<file path="src/rtl/uart_rx_param_if.sv">
// Receiver-to-consumer port: held word with status flags under valid/ready,
// plus overrun/break event pulses and a busy indication.
interface uart_rx_param_if #(
    parameter int DATA_BITS = 8
);
    logic [DATA_BITS-1:0] rx_data_o;
    logic                 rx_valid_o;
    logic                 rx_ready_i;
    logic                 rx_perr_o;
    logic                 rx_ferr_o;
    logic                 rx_ovr_o;
    logic                 rx_brk_o;
    logic                 rx_busy_o;

    modport master (
        output rx_data_o, rx_valid_o, rx_perr_o, rx_ferr_o, rx_ovr_o, rx_brk_o, rx_busy_o,
        input  rx_ready_i
    );

    modport slave (
        input  rx_data_o, rx_valid_o, rx_perr_o, rx_ferr_o, rx_ovr_o, rx_brk_o, rx_busy_o,
        output rx_ready_i
    );
endinterface

</file>
<file path="src/rtl/uart_rx_param.sv">
// Parametrised oversampling UART receiver; word valid 1 clk after the last stop-bit vote.
// Backpressure: one held word; a frame completing while it is still unaccepted is dropped with rx_ovr_o.
module uart_rx_param #(
    parameter int CLK_HZ    = 50_000_000,
    parameter int BAUD      = 9600,
    parameter int OSR       = 16,
    parameter int DATA_BITS = 8,
    parameter int PARITY    = 0,
    parameter int STOP_BITS = 1
) (
    input  logic            clk_i,
    input  logic            rst_n_i,
    input  logic            uart_rx_i,
    uart_rx_param_if.master rx_if
);
    localparam int TICK_DIV = CLK_HZ / (BAUD * OSR) - 1;
    localparam int TW       = (TICK_DIV < 1) ? 1 : $clog2(TICK_DIV + 1);
    localparam int OW       = $clog2(OSR);

    localparam logic [TW-1:0] TICK_LAST = TW'(TICK_DIV);
    localparam logic [OW-1:0] OS_LAST   = OW'(OSR - 1);
    localparam logic [OW-1:0] OS_S0     = OW'(OSR / 2 - 1);
    localparam logic [OW-1:0] OS_S1     = OW'(OSR / 2);
    localparam logic [OW-1:0] OS_DEC    = OW'(OSR / 2 + 1);
    localparam logic [3:0]    DATA_LAST = 4'(DATA_BITS - 1);
    localparam logic [3:0]    STOP_LAST = 4'(STOP_BITS - 1);
    localparam logic          PAR_EN    = (PARITY != 0);
    localparam logic          PAR_ODD   = (PARITY == 2);

    typedef enum logic [2:0] {IDLE, START, DATA, PAR, STOP, BRKW} state_t;

    typedef struct packed {
        logic [DATA_BITS-1:0] dat;
        logic                 perr;
        logic                 ferr;
    } frame_t;

    logic                 sync1_q, rxs_q, rxs_prev_q;
    state_t               state_q;
    logic [TW-1:0]        tick_cnt_q;
    logic [OW-1:0]        os_cnt_q;
    logic [3:0]           bit_cnt_q;
    logic                 smp0_q, smp1_q;
    logic [DATA_BITS-1:0] shift_q;
    logic                 par_acc_q, ferr_acc_q, any_one_q;
    frame_t               frame_q, held_q;
    logic                 done_q, brk_q, vld_q, ovr_q;

    logic tick, decide, vote, perr_calc, load;

    assign tick      = (state_q != IDLE) && (tick_cnt_q == TICK_LAST);
    assign decide    = tick && (os_cnt_q == OS_DEC);
    assign vote      = (smp0_q & smp1_q) | (smp0_q & rxs_q) | (smp1_q & rxs_q);
    assign perr_calc = PAR_EN && (par_acc_q != PAR_ODD);
    assign load      = done_q && (!vld_q || rx_if.rx_ready_i);

    always_ff @(posedge clk_i or negedge rst_n_i) begin
        if (!rst_n_i) begin
            sync1_q    <= 1'b1;
            rxs_q      <= 1'b1;
            rxs_prev_q <= 1'b1;
        end else begin
            sync1_q    <= uart_rx_i;
            rxs_q      <= sync1_q;
            rxs_prev_q <= rxs_q;
        end
    end

    always_ff @(posedge clk_i or negedge rst_n_i) begin
        if (!rst_n_i) begin
            state_q    <= IDLE;
            tick_cnt_q <= '0;
            os_cnt_q   <= '0;
            bit_cnt_q  <= '0;
            smp0_q     <= 1'b1;
            smp1_q     <= 1'b1;
            shift_q    <= '0;
            par_acc_q  <= 1'b0;
            ferr_acc_q <= 1'b0;
            any_one_q  <= 1'b0;
            frame_q    <= '0;
            done_q     <= 1'b0;
            brk_q      <= 1'b0;
        end else begin
            done_q <= 1'b0;
            brk_q  <= 1'b0;

            // Counters sit at zero in IDLE so a start edge always begins a fresh bit.
            if (state_q == IDLE) begin
                tick_cnt_q <= '0;
                os_cnt_q   <= '0;
            end else if (tick) begin
                tick_cnt_q <= '0;
                os_cnt_q   <= (os_cnt_q == OS_LAST) ? '0 : os_cnt_q + OW'(1);
            end else begin
                tick_cnt_q <= tick_cnt_q + TW'(1);
            end

            if (tick && os_cnt_q == OS_S0) smp0_q <= rxs_q;
            if (tick && os_cnt_q == OS_S1) smp1_q <= rxs_q;

            case (state_q)
                IDLE: begin
                    if (rxs_prev_q && !rxs_q) state_q <= START;
                end
                START: begin
                    if (decide) begin
                        if (vote) begin
                            state_q <= IDLE;
                        end else begin
                            state_q    <= DATA;
                            bit_cnt_q  <= '0;
                            par_acc_q  <= 1'b0;
                            ferr_acc_q <= 1'b0;
                            any_one_q  <= 1'b0;
                        end
                    end
                end
                DATA: begin
                    if (decide) begin
                        shift_q   <= {vote, shift_q[DATA_BITS-1:1]};
                        par_acc_q <= par_acc_q ^ vote;
                        any_one_q <= any_one_q | vote;
                        if (bit_cnt_q == DATA_LAST) begin
                            bit_cnt_q <= '0;
                            state_q   <= PAR_EN ? PAR : STOP;
                        end else begin
                            bit_cnt_q <= bit_cnt_q + 4'd1;
                        end
                    end
                end
                PAR: begin
                    if (decide) begin
                        par_acc_q <= par_acc_q ^ vote;
                        any_one_q <= any_one_q | vote;
                        state_q   <= STOP;
                    end
                end
                STOP: begin
                    if (decide) begin
                        ferr_acc_q <= ferr_acc_q | ~vote;
                        any_one_q  <= any_one_q | vote;
                        if (bit_cnt_q == STOP_LAST) begin
                            // An all-zero frame is a break, not a word.
                            if (!(any_one_q | vote)) begin
                                brk_q   <= 1'b1;
                                state_q <= BRKW;
                            end else begin
                                done_q  <= 1'b1;
                                frame_q <= {shift_q, perr_calc, ferr_acc_q | ~vote};
                                state_q <= IDLE;
                            end
                        end else begin
                            bit_cnt_q <= bit_cnt_q + 4'd1;
                        end
                    end
                end
                BRKW: begin
                    if (rxs_q) state_q <= IDLE;
                end
                default: state_q <= IDLE;
            endcase
        end
    end

    always_ff @(posedge clk_i or negedge rst_n_i) begin
        if (!rst_n_i) begin
            held_q <= '0;
            vld_q  <= 1'b0;
            ovr_q  <= 1'b0;
        end else begin
            ovr_q <= done_q && vld_q && !rx_if.rx_ready_i;
            if (load) begin
                held_q <= frame_q;
                vld_q  <= 1'b1;
            end else if (vld_q && rx_if.rx_ready_i) begin
                vld_q <= 1'b0;
            end
        end
    end

    assign rx_if.rx_data_o  = held_q.dat;
    assign rx_if.rx_valid_o = vld_q;
    assign rx_if.rx_perr_o  = held_q.perr;
    assign rx_if.rx_ferr_o  = held_q.ferr;
    assign rx_if.rx_ovr_o   = ovr_q;
    assign rx_if.rx_brk_o   = brk_q;
    assign rx_if.rx_busy_o  = (state_q != IDLE);
endmodule

</file>
<file path="src/flat_wrapper.sv">
// flat-port wrapper written by rule: the top's interface ports become plain ports
module uart_rx_param_flat 
#(
    parameter int CLK_HZ    = 50_000_000,
    parameter int BAUD      = 9600,
    parameter int OSR       = 16,
    parameter int DATA_BITS = 8,
    parameter int PARITY    = 0,
    parameter int STOP_BITS = 1
)
  (clk_i, rst_n_i, uart_rx_i, rx_if_rx_data_o, rx_if_rx_valid_o, rx_if_rx_perr_o, rx_if_rx_ferr_o, rx_if_rx_ovr_o, rx_if_rx_brk_o, rx_if_rx_busy_o, rx_if_rx_ready_i);
  uart_rx_param_if #(.DATA_BITS(DATA_BITS)) rx_if_i ();
  input  logic clk_i;
  input  logic rst_n_i;
  input  logic uart_rx_i;
  output wire logic [$bits(rx_if_i.rx_data_o)-1:0] rx_if_rx_data_o;
  output wire logic [$bits(rx_if_i.rx_valid_o)-1:0] rx_if_rx_valid_o;
  output wire logic [$bits(rx_if_i.rx_perr_o)-1:0] rx_if_rx_perr_o;
  output wire logic [$bits(rx_if_i.rx_ferr_o)-1:0] rx_if_rx_ferr_o;
  output wire logic [$bits(rx_if_i.rx_ovr_o)-1:0] rx_if_rx_ovr_o;
  output wire logic [$bits(rx_if_i.rx_brk_o)-1:0] rx_if_rx_brk_o;
  output wire logic [$bits(rx_if_i.rx_busy_o)-1:0] rx_if_rx_busy_o;
  input wire logic [$bits(rx_if_i.rx_ready_i)-1:0] rx_if_rx_ready_i;
  assign rx_if_rx_data_o = rx_if_i.rx_data_o;
  assign rx_if_rx_valid_o = rx_if_i.rx_valid_o;
  assign rx_if_rx_perr_o = rx_if_i.rx_perr_o;
  assign rx_if_rx_ferr_o = rx_if_i.rx_ferr_o;
  assign rx_if_rx_ovr_o = rx_if_i.rx_ovr_o;
  assign rx_if_rx_brk_o = rx_if_i.rx_brk_o;
  assign rx_if_rx_busy_o = rx_if_i.rx_busy_o;
  assign rx_if_i.rx_ready_i = rx_if_rx_ready_i;
  uart_rx_param #(.CLK_HZ(CLK_HZ), .BAUD(BAUD), .OSR(OSR), .DATA_BITS(DATA_BITS), .PARITY(PARITY), .STOP_BITS(STOP_BITS)) u_core (.clk_i(clk_i), .rst_n_i(rst_n_i), .uart_rx_i(uart_rx_i), .rx_if(rx_if_i));
endmodule
</file>
<file path="config.mk">
export PLATFORM = sky130hd
export DESIGN_NAME = uart_rx_param_flat
export DESIGN_NICKNAME = d
export VERILOG_FILES = /design/src/rtl/uart_rx_param_if.sv /design/src/rtl/uart_rx_param.sv /design/src/flat_wrapper.sv
export SDC_FILE = /design/constraint.sdc
export NUM_CORES = 1
export LEC_CHECK = 0
export BUFFER_PORTS_ARGS = -buffer_cell sky130_fd_sc_hd__buf_4
export CORE_MARGIN = 8
export CORE_UTILIZATION = 53
export CTS_BUF_LIST = sky130_fd_sc_hd__clkbuf_8
export CTS_CLUSTER_SIZE = 8
export DETAILED_ROUTE_END_ITERATION = 16
export PLACE_DENSITY = 0.71
export RECOVER_POWER = 100
export SETUP_SLACK_MARGIN = 0.15
export SLEW_MARGIN = 20
export SYNTH_ARGS = -nofsm -noshare
export SYNTH_HDL_FRONTEND = slang
export SYNTH_SLANG_ARGS = --single-unit
export TNS_END_PERCENT = 50
</file>
<file path="constraint.sdc">
create_clock -name clk_i -period 2.61 [get_ports clk_i]
set_input_delay 0.3915 -clock clk_i [delete_from_list [all_inputs] [get_ports clk_i]]
set_output_delay 0.3915 -clock clk_i [all_outputs]
set_load 0.02 [all_outputs]
</file>
==> qor.csv, run 1 <==
stage,metric,value,unit
outcome,status,completed,
timing,skew,0.00470,ns
synth,ys_async_sr_fraction,1.00,
synth,yosys.area.top_type_share,0.484,
hold_path,hold_path.class,input port to flip-flop,
die,initial_core_util,0.536,
die,die_h,87.2,µm
die,core_area,0.00501,mm²
synth,synthCells,226,
synth,synthTopCellsByCount,"dfrtp_1 (52), mux2_2 (27), nor2_1 (17)",
worst_setup_path,critPathRequiredTime,2.22,ns
power,power.density,663,mW/mm²
global_route,grt_max_degree,58,
placed_design,place.gp.congestion,0.829,
routing,dr.first_iter.drc_count,93,
timing,hold_viol_final,0,
cts,postCtsSetupRepairBufs,0,
timing,tightestPinTransition,1.38,ns
placed_design,preCtsSetupSlack,0.491,ns
layout,fin_util,0.600,
global_route,grt-ovfl-total,0,
power,ir_drop,0.000567,V
synth,synth-edff-count,0,
worst_setup_path,critPathLaunchType,flip-flop,
timing,setup-tns-final,0,ns
die,ioPinCount,18,
routing,vias,1768,
cts,htree_levels,3,
global_route,track_usage,0.138,
synth,avgSynthCellArea,11.9,µm²
global_route,grt_first_pass_wirelength,8050,µm
cts,cts_tree,yes,
global_route,grt_antenna_before_repair,0,
synth,post-synth-top-count-cell,dfrtp_1,
routing,wl_per_cell,14.1,µm
synth,seq_area_frac_synth,0.533,
timing,drv_slew,0,
cts,insertion_delay,0.33,ns
worst_setup_path,critPathCaptureType,output port,
routing,detail-route-antenna-nets,0,
placed_design,io_buffers,16,
synth,yosys.area.top_type,dfrtp_1,
worst_setup_path,crit_type,flip-flop to output port,
cts,clockBufferDepth,2,
worst_setup_path,arrival,1.65,ns
die,dieArea,0.00760,mm²
routing,vias_per_cell,5.44,
cts,cts-root-buf,clkbuf_8,
die,rows,26,
timing,setup_slack,0.565,ns
synth,syn_nets,237,
synth,ys.warnings.count,0,
global_route,grt_pass1_vias,1721,
worst_setup_path,crit_fanout,14,
timing,min_period_over_period,0.784,
layout,insertedDiodeCount,0,
timing,finalSetupViolCount,0,
power,p_leak,1.35,nW
timing,rsz0062_at_grt,no,
synth,ys.flop_type,dfrtp_1,
synth,synth_area_leaders,"dfrtp_1 (48%), mux2_2 (11%), dfstp_2 (4.9%), ha_1 (3.3%), nor2_1 (2.4%)",
timing,worst_slew_margin_rel,0.0824,
cts,clkSinkCount,57,
timing,final.min_clock_period,2.05,ns
placed_design,post-dp-hpwl,3230,µm
layout,area_growth,11.8,%
synth,synthesis.area,0.00269,mm²
routing,drt_first_pass_iters,4,
layout,layout.nets,261,
routing,wl,4590,µm
synth,ys_types,53,
synth,ys_ff_latch,57,
layout,drive_above_1_share,0.235,
timing,max_freq,0.489,GHz
cts,cts_made_buffers,9,
job,maxCapViolCount,0,
routing,remaining_drc_errors,0,
cts,clk_pin_slew,0.06,ns
die,dieWidth,87.2,µm
==> layout by cell type, fill, tap and decap left out, types with 3 or more instances in the layout <==
cell type | netlist | routed
nand3_1 | 10 | 11
o21ai_0 | 5 | 5
inv_1 | 11 | 12
a21o_1 | 3 | 3
clkbuf_1 | 1 | 13
nor3_1 | 8 | 7
o211ai_1 | 5 | 5
nand2b_1 | 4 | 4
nand2_1 | 14 | 14
ha_1 | 7 | 7
xor2_1 | 3 | 3
xnor2_1 | 6 | 6
dfstp_2 | 5 | 4
nand3b_1 | 4 | 4
nor2_1 | 17 | 17
mux2_2 | 27 | 27
nor4_1 | 2 | 3
dfrtp_1 | 52 | 52
clkbuf_8 | 0 | 10
==> worst max-delay path: stages, from the launching register on <==
cell and delay [ns]:
dfrtp_1 0.52, nor3_2 0.40, inv_1 0.19, clkbuf_1 0.21
==> kinds of logic (layout without fill, tap and decap cells) <==
kind of cell | Yosys count | count (layout) | share of synthesized area
other | 1 | 1 | 0.00140
buffers and inverters | 15 | 44 | 0.0256
flip-flops | 57 | 57 | 0.533
adder cells (fa/ha/maj) | 8 | 8 | 0.0368
AO/OA/AOI/OAI | 25 | 25 | 0.0675
AND/OR/NAND/NOR | 84 | 84 | 0.193
XOR/XNOR | 9 | 9 | 0.0293
multiplexers | 27 | 27 | 0.113
==> metrics by stage <==
| step | hold slack, ns | std cells | instance area [µm²] | power [mW] |
|---|---|---|---|---|
| after global placement | 0.347 | 309 | 2870 | 1.21 |
| final | 0.165 | 325 | 3000 | 1.99 |
| after floorplan | 0.0959 | 226 | 2690 | 1.15 |
| after CTS | 0.124 | 325 | 3070 | 2.03 |
| after detailed placement | 0.349 | 309 | 2870 | 1.22 |
| after global routing | 0.146 | 325 | 3000 | 2.10 |
==> where the power goes <==
| part | leakage, nW | total, mW | switching, mW | internal (mW) |
|---|---|---|---|---|
| clock network | 0.0995 | 0.792 | 0.333 | 0.459 |
| registers | 0.766 | 1.00 | 0.0661 | 0.936 |
| logic | 0.485 | 0.198 | 0.111 | 0.0874 |
| total | 1.35 | 1.99 | 0.510 | 1.48 |
==> state kept, by name (all words and copies together) (netlist names), 3 cells and up <==
signal	count
u_core.frame_q	9
u_core.tick_cnt_q	9
u_core.rx_if.rx_data_o	8
u_core.shift_q	8
u_core.bit_cnt_q	4
u_core.os_cnt_q	4
u_core.state_q	3
==> final timing paths <==
kind / startpoint / endpoint / slack (ns) / cells after the start
max: u_core.state_q[1] / rx_if_rx_busy_o / 0.56 / 3
min: uart_rx_i / u_core.sync1_q / 0.17 / 1
max reg2reg: u_core.rxs_q / u_core.frame_q[7] / 0.58 / 5
min reg2reg: u_core.sync1_q / u_core.rxs_q / 0.36 / 0
max in group asynchronous: rst_n_i / u_core.os_cnt_q[2] / 1.41 / 1
min in group asynchronous: rst_n_i / u_core.bit_cnt_q[2] / 0.38 / 1
==> layout make-up <==
| cell class | instances | area, µm² |
|---|---|---|
| sequential | 57 | 1430 |
| fill | 449 | 2010 |
| clock buffer | 10 | 138 |
| tap | 70 | 87.6 |
| clock inverter | 6 | 58.8 |
| inverter | 11 | 41.3 |
| multi-input combinational | 154 | 1170 |
| timing repair buffer | 17 | 76.3 |
==> repair_timing <==
item                                    CTS  global route
hold buffers                              0             0
endpoints found under the setup margin    0             1
resized for setup                         0             1
endpoints found under the hold margin     0             0
==> routing by layer <==
layer / track usage / up-vias / wire [µm]
met5: 0 / - / 0
met4: 0.0844 / 0 / 77
met3: 0.0453 / 7 / 213
met2: 0.201 / 32 / 2070
met1: 0.173 / 870 / 2220
li1: - / 859 / -
No activity file was read; power rests on OpenSTA's default activity.
==> run 2, diff against run 1 <==
--- a/config.mk
+++ b/config.mk
@@ -11,7 +11,7 @@
 export CTS_BUF_LIST = sky130_fd_sc_hd__clkbuf_8
 export CTS_CLUSTER_SIZE = 8
 export DETAILED_ROUTE_END_ITERATION = 16
-export PLACE_DENSITY = 0.71
+export PLACE_DENSITY = 0.74
 export RECOVER_POWER = 100
 export SETUP_SLACK_MARGIN = 0.15
 export SLEW_MARGIN = 20
==> constraint.sdc (replaced) <==
create_clock -name clk_i -period 1.81 [get_ports clk_i]
set_input_delay 0.2715 -clock clk_i [delete_from_list [all_inputs] [get_ports clk_i]]
set_output_delay 0.2715 -clock clk_i [all_outputs]
set_load 0.02 [all_outputs]
==> run 2 against run 1 <==
- the run now ends with setup timing left
- critical path depth rose by 4
- clock-buffer cell count did not move
- register-to-register slack got worse by 0.62 ns
- critical endpoint is now u_core.frame_q[7]
- largest power group unchanged
- highest routed layer unchanged
==> qor.csv, run 2 (same netlist as run 1, synthesis figures left out) <==
stage,metric,value,unit,change
outcome,status,"finished, violations left",,
outcome,violations,setup timing,,
power,ir_drop,0.000635,V,+12%
global_route,grt_first_pass_wirelength,9840,µm,+22%
cts,insertion_delay,0.34,ns,about the same
layout,drive_above_1_share,0.428,,+0.192
layout,final_cells,374,,+15%
timing,final.min_clock_period,1.85,ns,
cts,cts_tree,yes,,
worst_setup_path,rr_worst_depth,7,,+2
timing,setup_slack,-0.0389,ns,-0.604 ns
worst_setup_path,r2r_start,u_core.tick_cnt_q[0],,
layout,reg_top3,"u_core.frame_q x9, u_core.tick_cnt_q x9",,
global_route,grt_antenna_before_repair,0,,unchanged
layout,layout.nets,310,,+19%
die,ioPinCount,18,,unchanged
routing,remaining_drc_errors,0,,unchanged
timing,tightestPinTransition,1.23,ns,-0.146 ns
die,initial_core_util,0.536,,unchanged
placed_design,io_buffers,16,,unchanged
cts,htree_levels,3,,unchanged
worst_setup_path,crit_fanout,9,,-5
worst_setup_path,arrival,2.07,ns,+0.42 ns
worst_setup_path,cpPeakStageDelay,0.39,ns,-0.13 ns
placed_design,dp_cells,343,,+11%
global_route,grt-ovfl-total,0,,unchanged
timing,max_freq,0.541,GHz,
timing,skew,0.00732,ns,+0.00262 ns
layout,final_cell_mix,"dfrtp_1 (48), buf_4 (40), mux2_2 (25), nor2_1 (17), nand2_1 (14)",,
layout,area_growth,33.1,%,
worst_setup_path,r2r-end,u_core.frame_q[7],,
cts,cts-root-buf,clkbuf_8,,
routing,wl_per_cell,16.2,µm,+15%
routing,vias_per_cell,5.40,,-0.81%
global_route,track_usage,0.169,,+0.0312
routing,detail-route-antenna-nets,0,,unchanged
routing,wl,6050,µm,+32%
worst_setup_path,critPathCaptureType,flip-flop,,
cts,clkSinkCount,57,,unchanged
timing,rsz0062_at_grt,yes,,
routing,drt_first_pass_iters,4,,unchanged
power,p_leak,1.62,nW,+20%
routing,dr.first_iter.drc_count,118,,+27%
worst_setup_path,critPathLaunchType,flip-flop,,
layout,final_common_cell,dfrtp_1,,
cts,cts_made_buffers,9,,unchanged
hold_path,hold_path.class,input port to flip-flop,,
global_route,grt_max_degree,58,,unchanged
cts,clk_pin_slew,0.07,ns,about the same
die,core_area,0.00501,mm²,unchanged
die,die_h,87.2,µm,unchanged
timing,worst_slew_margin_rel,0.180,,+0.0974
job,maxCapViolCount,0,,unchanged
timing,min_period_over_period,1.02,,
worst_setup_path,worst-path-stages,7,,+4
worst_setup_path,crit_buf_inv,2,,unchanged
hold_path,holdPathStages,1,,unchanged
worst_setup_path,r2r_setup_slack,-0.04,ns,-0.62 ns
worst_setup_path,cp-startpoint,u_core.tick_cnt_q[0],,
worst_setup_path,cp_cell_sequence,"inv_1, ha_1, and4bb_2, nand3_4, nor4_4, buf_6, mux2_2",,
routing,vias,2018,,+14%
layout,fin_util,0.714,,+0.114
layout,insertedDiodeCount,0,,unchanged
cts,clockBufferDepth,2,,unchanged
global_route,grt_pass1_vias,2041,,+19%
power,power.density,883,mW/mm²,+33%
timing,drv_slew,0,,unchanged
die,dieArea,0.00760,mm²,unchanged
timing,hold_viol_final,0,,unchanged
worst_setup_path,critPathRequiredTime,2.03,ns,-0.19 ns
die,dieWidth,87.2,µm,unchanged
worst_setup_path,path_delay_family,simple AND/OR/NAND/NOR gates,,
worst_setup_path,crit_end,u_core.frame_q[7],,
placed_design,place.gp.congestion,0.834,,+0.57%
worst_setup_path,crit_type,flip-flop to flip-flop,,
layout,fill_cells,360,,-20%
placed_design,post-dp-hpwl,3690,µm,+14%
worst_setup_path,cpMaxStageDelayCell,dfrtp_1,,
die,rows,26,,unchanged
timing,finalSetupViolCount,8,,+8
-- run 2: cell types whose count changed in the layout (fill, tap and decap cells not counted), moves of 3 or more --
| cell | delta |
|---|---|
| buf_4 | +38 |
| buf_6 | +7 |
| dfrtp_1 | -4 |
| dfrtp_2 | +4 |
| buf_2 | +3 |
| inv_1 | -3 |
| nor3_4 | +3 |
| o21ai_0 | -3 |
| o21ai_1 | +3 |
-- run 2: per-layer routing --
metal | track usage | share of wire
met1 | 0.202 | 0.42
met2 | 0.273 | 0.50
met3 | 0.0566 | 0.049
met4 | 0.0688 | 0.026
met5 | 0 | 0
-- run 2: how the worst min path moves through the flow --
stage                                  end           start
after floorplan           u_core.any_one_q         rst_n_i
after global placement        u_core.rxs_q  u_core.sync1_q
after detailed placement      u_core.rxs_q  u_core.sync1_q
after CTS                   u_core.sync1_q       uart_rx_i
after global routing        u_core.sync1_q       uart_rx_i
final                       u_core.sync1_q       uart_rx_i
-- run 2: layout make-up --
type	instances	area (µm²)	share of cell area
multi-input combinational	154	1320	0.370
clock buffer	10	138	0.0385
timing repair buffer	66	480	0.134
tap	70	87.6	0.0245
clock inverter	6	67.6	0.0189
sequential	57	1440	0.402
inverter	11	41.3	0.0116
-- run 2: stage by stage --
stage	area, µm²	hold WS, ns	power, mW	setup WS, ns	setup TNS, ns
6_report	3570	0.0357	3.16	-0.0389	-0.235
5_1_grt	3570	0.0162	3.29	-0.0842	-1.00
4_1_cts	3540	0.0232	3.12	-0.00940	-0.0157
3_5_place_dp	3150	0.350	1.86	-0.0320	-0.161
3_3_place_gp	3150	0.346	1.85	0.00111	0
2_1_floorplan	2690	-0.0241	1.67	-0.0652	-0.522
-- run 2: where the power goes --
part | switching, mW | internal (mW)
sequential | 0.0641 | 1.35
clock | 0.539 | 0.674
combinational | 0.265 | 0.264
total | 0.868 | 2.29
-- run 2: repair_timing --
item,in CTS,in global routing
endpoints found under the hold margin,5,0
hold buffers,1,0
setup buffers,9,5
pin swaps,11,14
cloned,0,0
resized for setup,27,18
endpoints found under the setup margin,29,30
==> run 3, diff against run 2 <==
--- a/config.mk
+++ b/config.mk
@@ -11,6 +11,7 @@
 export CTS_BUF_LIST = sky130_fd_sc_hd__clkbuf_8
 export CTS_CLUSTER_SIZE = 8
 export DETAILED_ROUTE_END_ITERATION = 16
+export MAX_ROUTING_LAYER = met4
 export PLACE_DENSITY = 0.74
 export RECOVER_POWER = 100
 export SETUP_SLACK_MARGIN = 0.15
==> run 3 against run 2 <==
- the flow still finishes with violations (setup timing)
- sequential share of layout area decreased by 0.14 points
- global-route usage increased by 0.53 points
- non-clock buffer count shrank 1
- critical path depth stayed put
- register-to-register slack worse by 0.03 ns
- combinational power decreased by 2%
- die area stayed put
==> qor.csv, run 3 (same netlist as run 1, synthesis figures left out) <==
stage,metric,value,unit,change
die,die_h,87.2,µm,unchanged
routing,remaining_drc_errors,0,,unchanged
die,dieWidth,87.2,µm,unchanged
job,maxCapViolCount,0,,unchanged
routing,vias_per_cell,5.46,,+1.2%
cts,insertion_delay,0.34,ns,about the same
cts,htree_levels,3,,unchanged
cts,clk_pin_slew,0.07,ns,about the same
global_route,top_usage_layer,met2,,
worst_setup_path,cp-startpoint,u_core.tick_cnt_q[1],,
cts,cts-root-buf,clkbuf_8,,
placed_design,place.gp.congestion,0.847,,+1.5%
layout,reg_top3,"u_core.frame_q x9, u_core.tick_cnt_q x9",,
die,dieArea,0.00760,mm²,unchanged
global_route,grt_use_met2,0.273,,unchanged
routing,wl_per_cell,16.3,µm,+0.90%
timing,max_freq,0.533,GHz,-1.4%
layout,insertedDiodeCount,0,,unchanged
placed_design,post-dp-hpwl,3690,µm,unchanged
routing,detail-route-antenna-nets,0,,unchanged
timing,hold_viol_final,0,,unchanged
placed_design,io_buffers,16,,unchanged
die,initial_core_util,0.536,,unchanged
hold_path,worstHoldStart,uart_rx_i,,
layout,fill_cells,358,,-0.56%
layout,multi_input_area,0.00133,mm²,+0.85%
die,rows,26,,unchanged
timing,setup-tns-final,-0.451,ns,-0.216 ns
worst_setup_path,crit_type,flip-flop to flip-flop,,
routing,dr.first_iter.drc_count,148,,+25%
timing,rsz0062_at_grt,yes,,
layout,register_area,0.00144,mm²,unchanged
global_route,use_met3,0.0575,,+0.000943
outcome,status,"finished, violations left",,
routing,vias,2037,,+0.94%
global_route,grt_max_degree,58,,unchanged
global_route,grt_pass1_vias,2040,,-0.049%
outcome,violations,setup timing,,
timing,tightestPinTransition,1.22,ns,-0.0120 ns
worst_setup_path,crit_fanout,9,,unchanged
routing,wl,6090,µm,+0.63%
layout,final_common_cell,dfrtp_1,,
worst_setup_path,arrival,2.10,ns,+0.03 ns
hold_path,hold_path.class,input port to flip-flop,,
cts,cts_made_buffers,9,,unchanged
layout,layout.nets,309,,-0.32%
global_route,grt_first_pass_wirelength,9840,µm,unchanged
routing,drt_first_pass_iters,4,,unchanged
die,ioPinCount,18,,unchanged
worst_setup_path,critPathCaptureType,flip-flop,,
cts,cts_tree,yes,,
global_route,grt-ovfl-total,0,,unchanged
timing,skew,0.00631,ns,-0.00101 ns
power,power.density,878,mW/mm²,-0.58%
cts,clkSinkCount,57,,unchanged
timing,min_period_over_period,1.04,,+0.0144
die,core_area,0.00501,mm²,unchanged
worst_setup_path,r2r_start,u_core.tick_cnt_q[1],,
placed_design,preCtsSetupSlack,-0.0320,ns,unchanged
global_route,grt_antenna_before_repair,0,,unchanged
timing,setup_slack,-0.0651,ns,-0.0261 ns
power,p_leak,1.62,nW,about the same
global_route,grt_use_met1,0.203,,+0.00117
timing,drv_slew,0,,unchanged
timing,worst_slew_margin_rel,0.188,,+0.00800
layout,final_cell_mix,"dfrtp_1 (48), buf_4 (40), mux2_2 (25), nor2_1 (17), nand2_1 (14)",,
cts,clockBufferDepth,2,,unchanged
power,ir_drop,0.000637,V,+0.44%
global_route,track_usage,0.174,,+0.00525
worst_setup_path,critPathRequiredTime,2.03,ns,about the same
layout,area_growth,33.5,%,
layout,drive_above_1_share,0.432,,+0.00471
timing,final.min_clock_period,1.88,ns,+0.0261 ns
worst_setup_path,critPathLaunchType,flip-flop,,
timing,finalSetupViolCount,9,,+1
run 3: worst paths after layout:
kind / endpoint / cells after the start / slack (ns)
max in group asynchronous: u_core.state_q[1] / 2 / 0.27
max: u_core.frame_q[6] / 7 / -0.07
min in group asynchronous: u_core.bit_cnt_q[2] / 2 / 0.73
max reg2reg: u_core.frame_q[6] / 7 / -0.07
min: u_core.sync1_q / 1 / 0.04
min reg2reg: u_core.rxs_q / 0 / 0.36
run 3: metal layers:
metal  wire [µm]  share of wire  vias up
li1            -              -      949
met1        2610           0.43     1024
met3         274          0.045       14
met4         125          0.021        0
met2        3070           0.50       50
met5           0              0        -
run 3: repair_timing:
item | in CTS | in global routing
pin swaps | 11 | 14
setup buffers | 9 | 4
setup endpoints to repair | 29 | 30
hold endpoints to repair | 5 | 0
gates resized for setup | 27 | 18
hold buffers | 1 | 0
run 3: layout make-up:
| cell class | instances | share of cell area |
|---|---|---|
| clock buffers | 10 | 0.0384 |
| clock inverters | 6 | 0.0188 |
| inverters | 11 | 0.0115 |
| multi-input cells | 154 | 0.372 |
| flip-flops and latches | 57 | 0.401 |
| well taps | 70 | 0.0244 |
| repair buffers | 65 | 0.134 |
run 3: worst max-delay path: stages (launching register included):
cell and delay, ns:
dfrtp_1 0.41, inv_1 0.07, ha_1 0.17, and4bb_2 0.31, nand3_4 0.10, nor4_4 0.17, buf_6 0.19, mux2_2 0.34
run 3: report_power, final:
group          leakage [nW]  switching [mW]  total [mW]  internal (mW)
combinational         0.765           0.261       0.518          0.258
clock                0.0985           0.535        1.21          0.674
sequential            0.760          0.0709        1.42           1.35
run 3: per-stage QoR:
step / cells / power (mW) / util / hold slack [ns] / instance area [µm²]
after detailed placement: 343 / 1.86 / 0.628 / 0.350 / 3150
after CTS: 369 / 3.12 / 0.707 / 0.0232 / 3540
after global routing: 373 / 3.29 / 0.716 / 0.0137 / 3590
final: 373 / 3.15 / 0.716 / 0.0389 / 3590
after floorplan: 226 / 1.67 / - / -0.0241 / 2690
after global placement: 343 / 1.85 / 0.628 / 0.346 / 3150
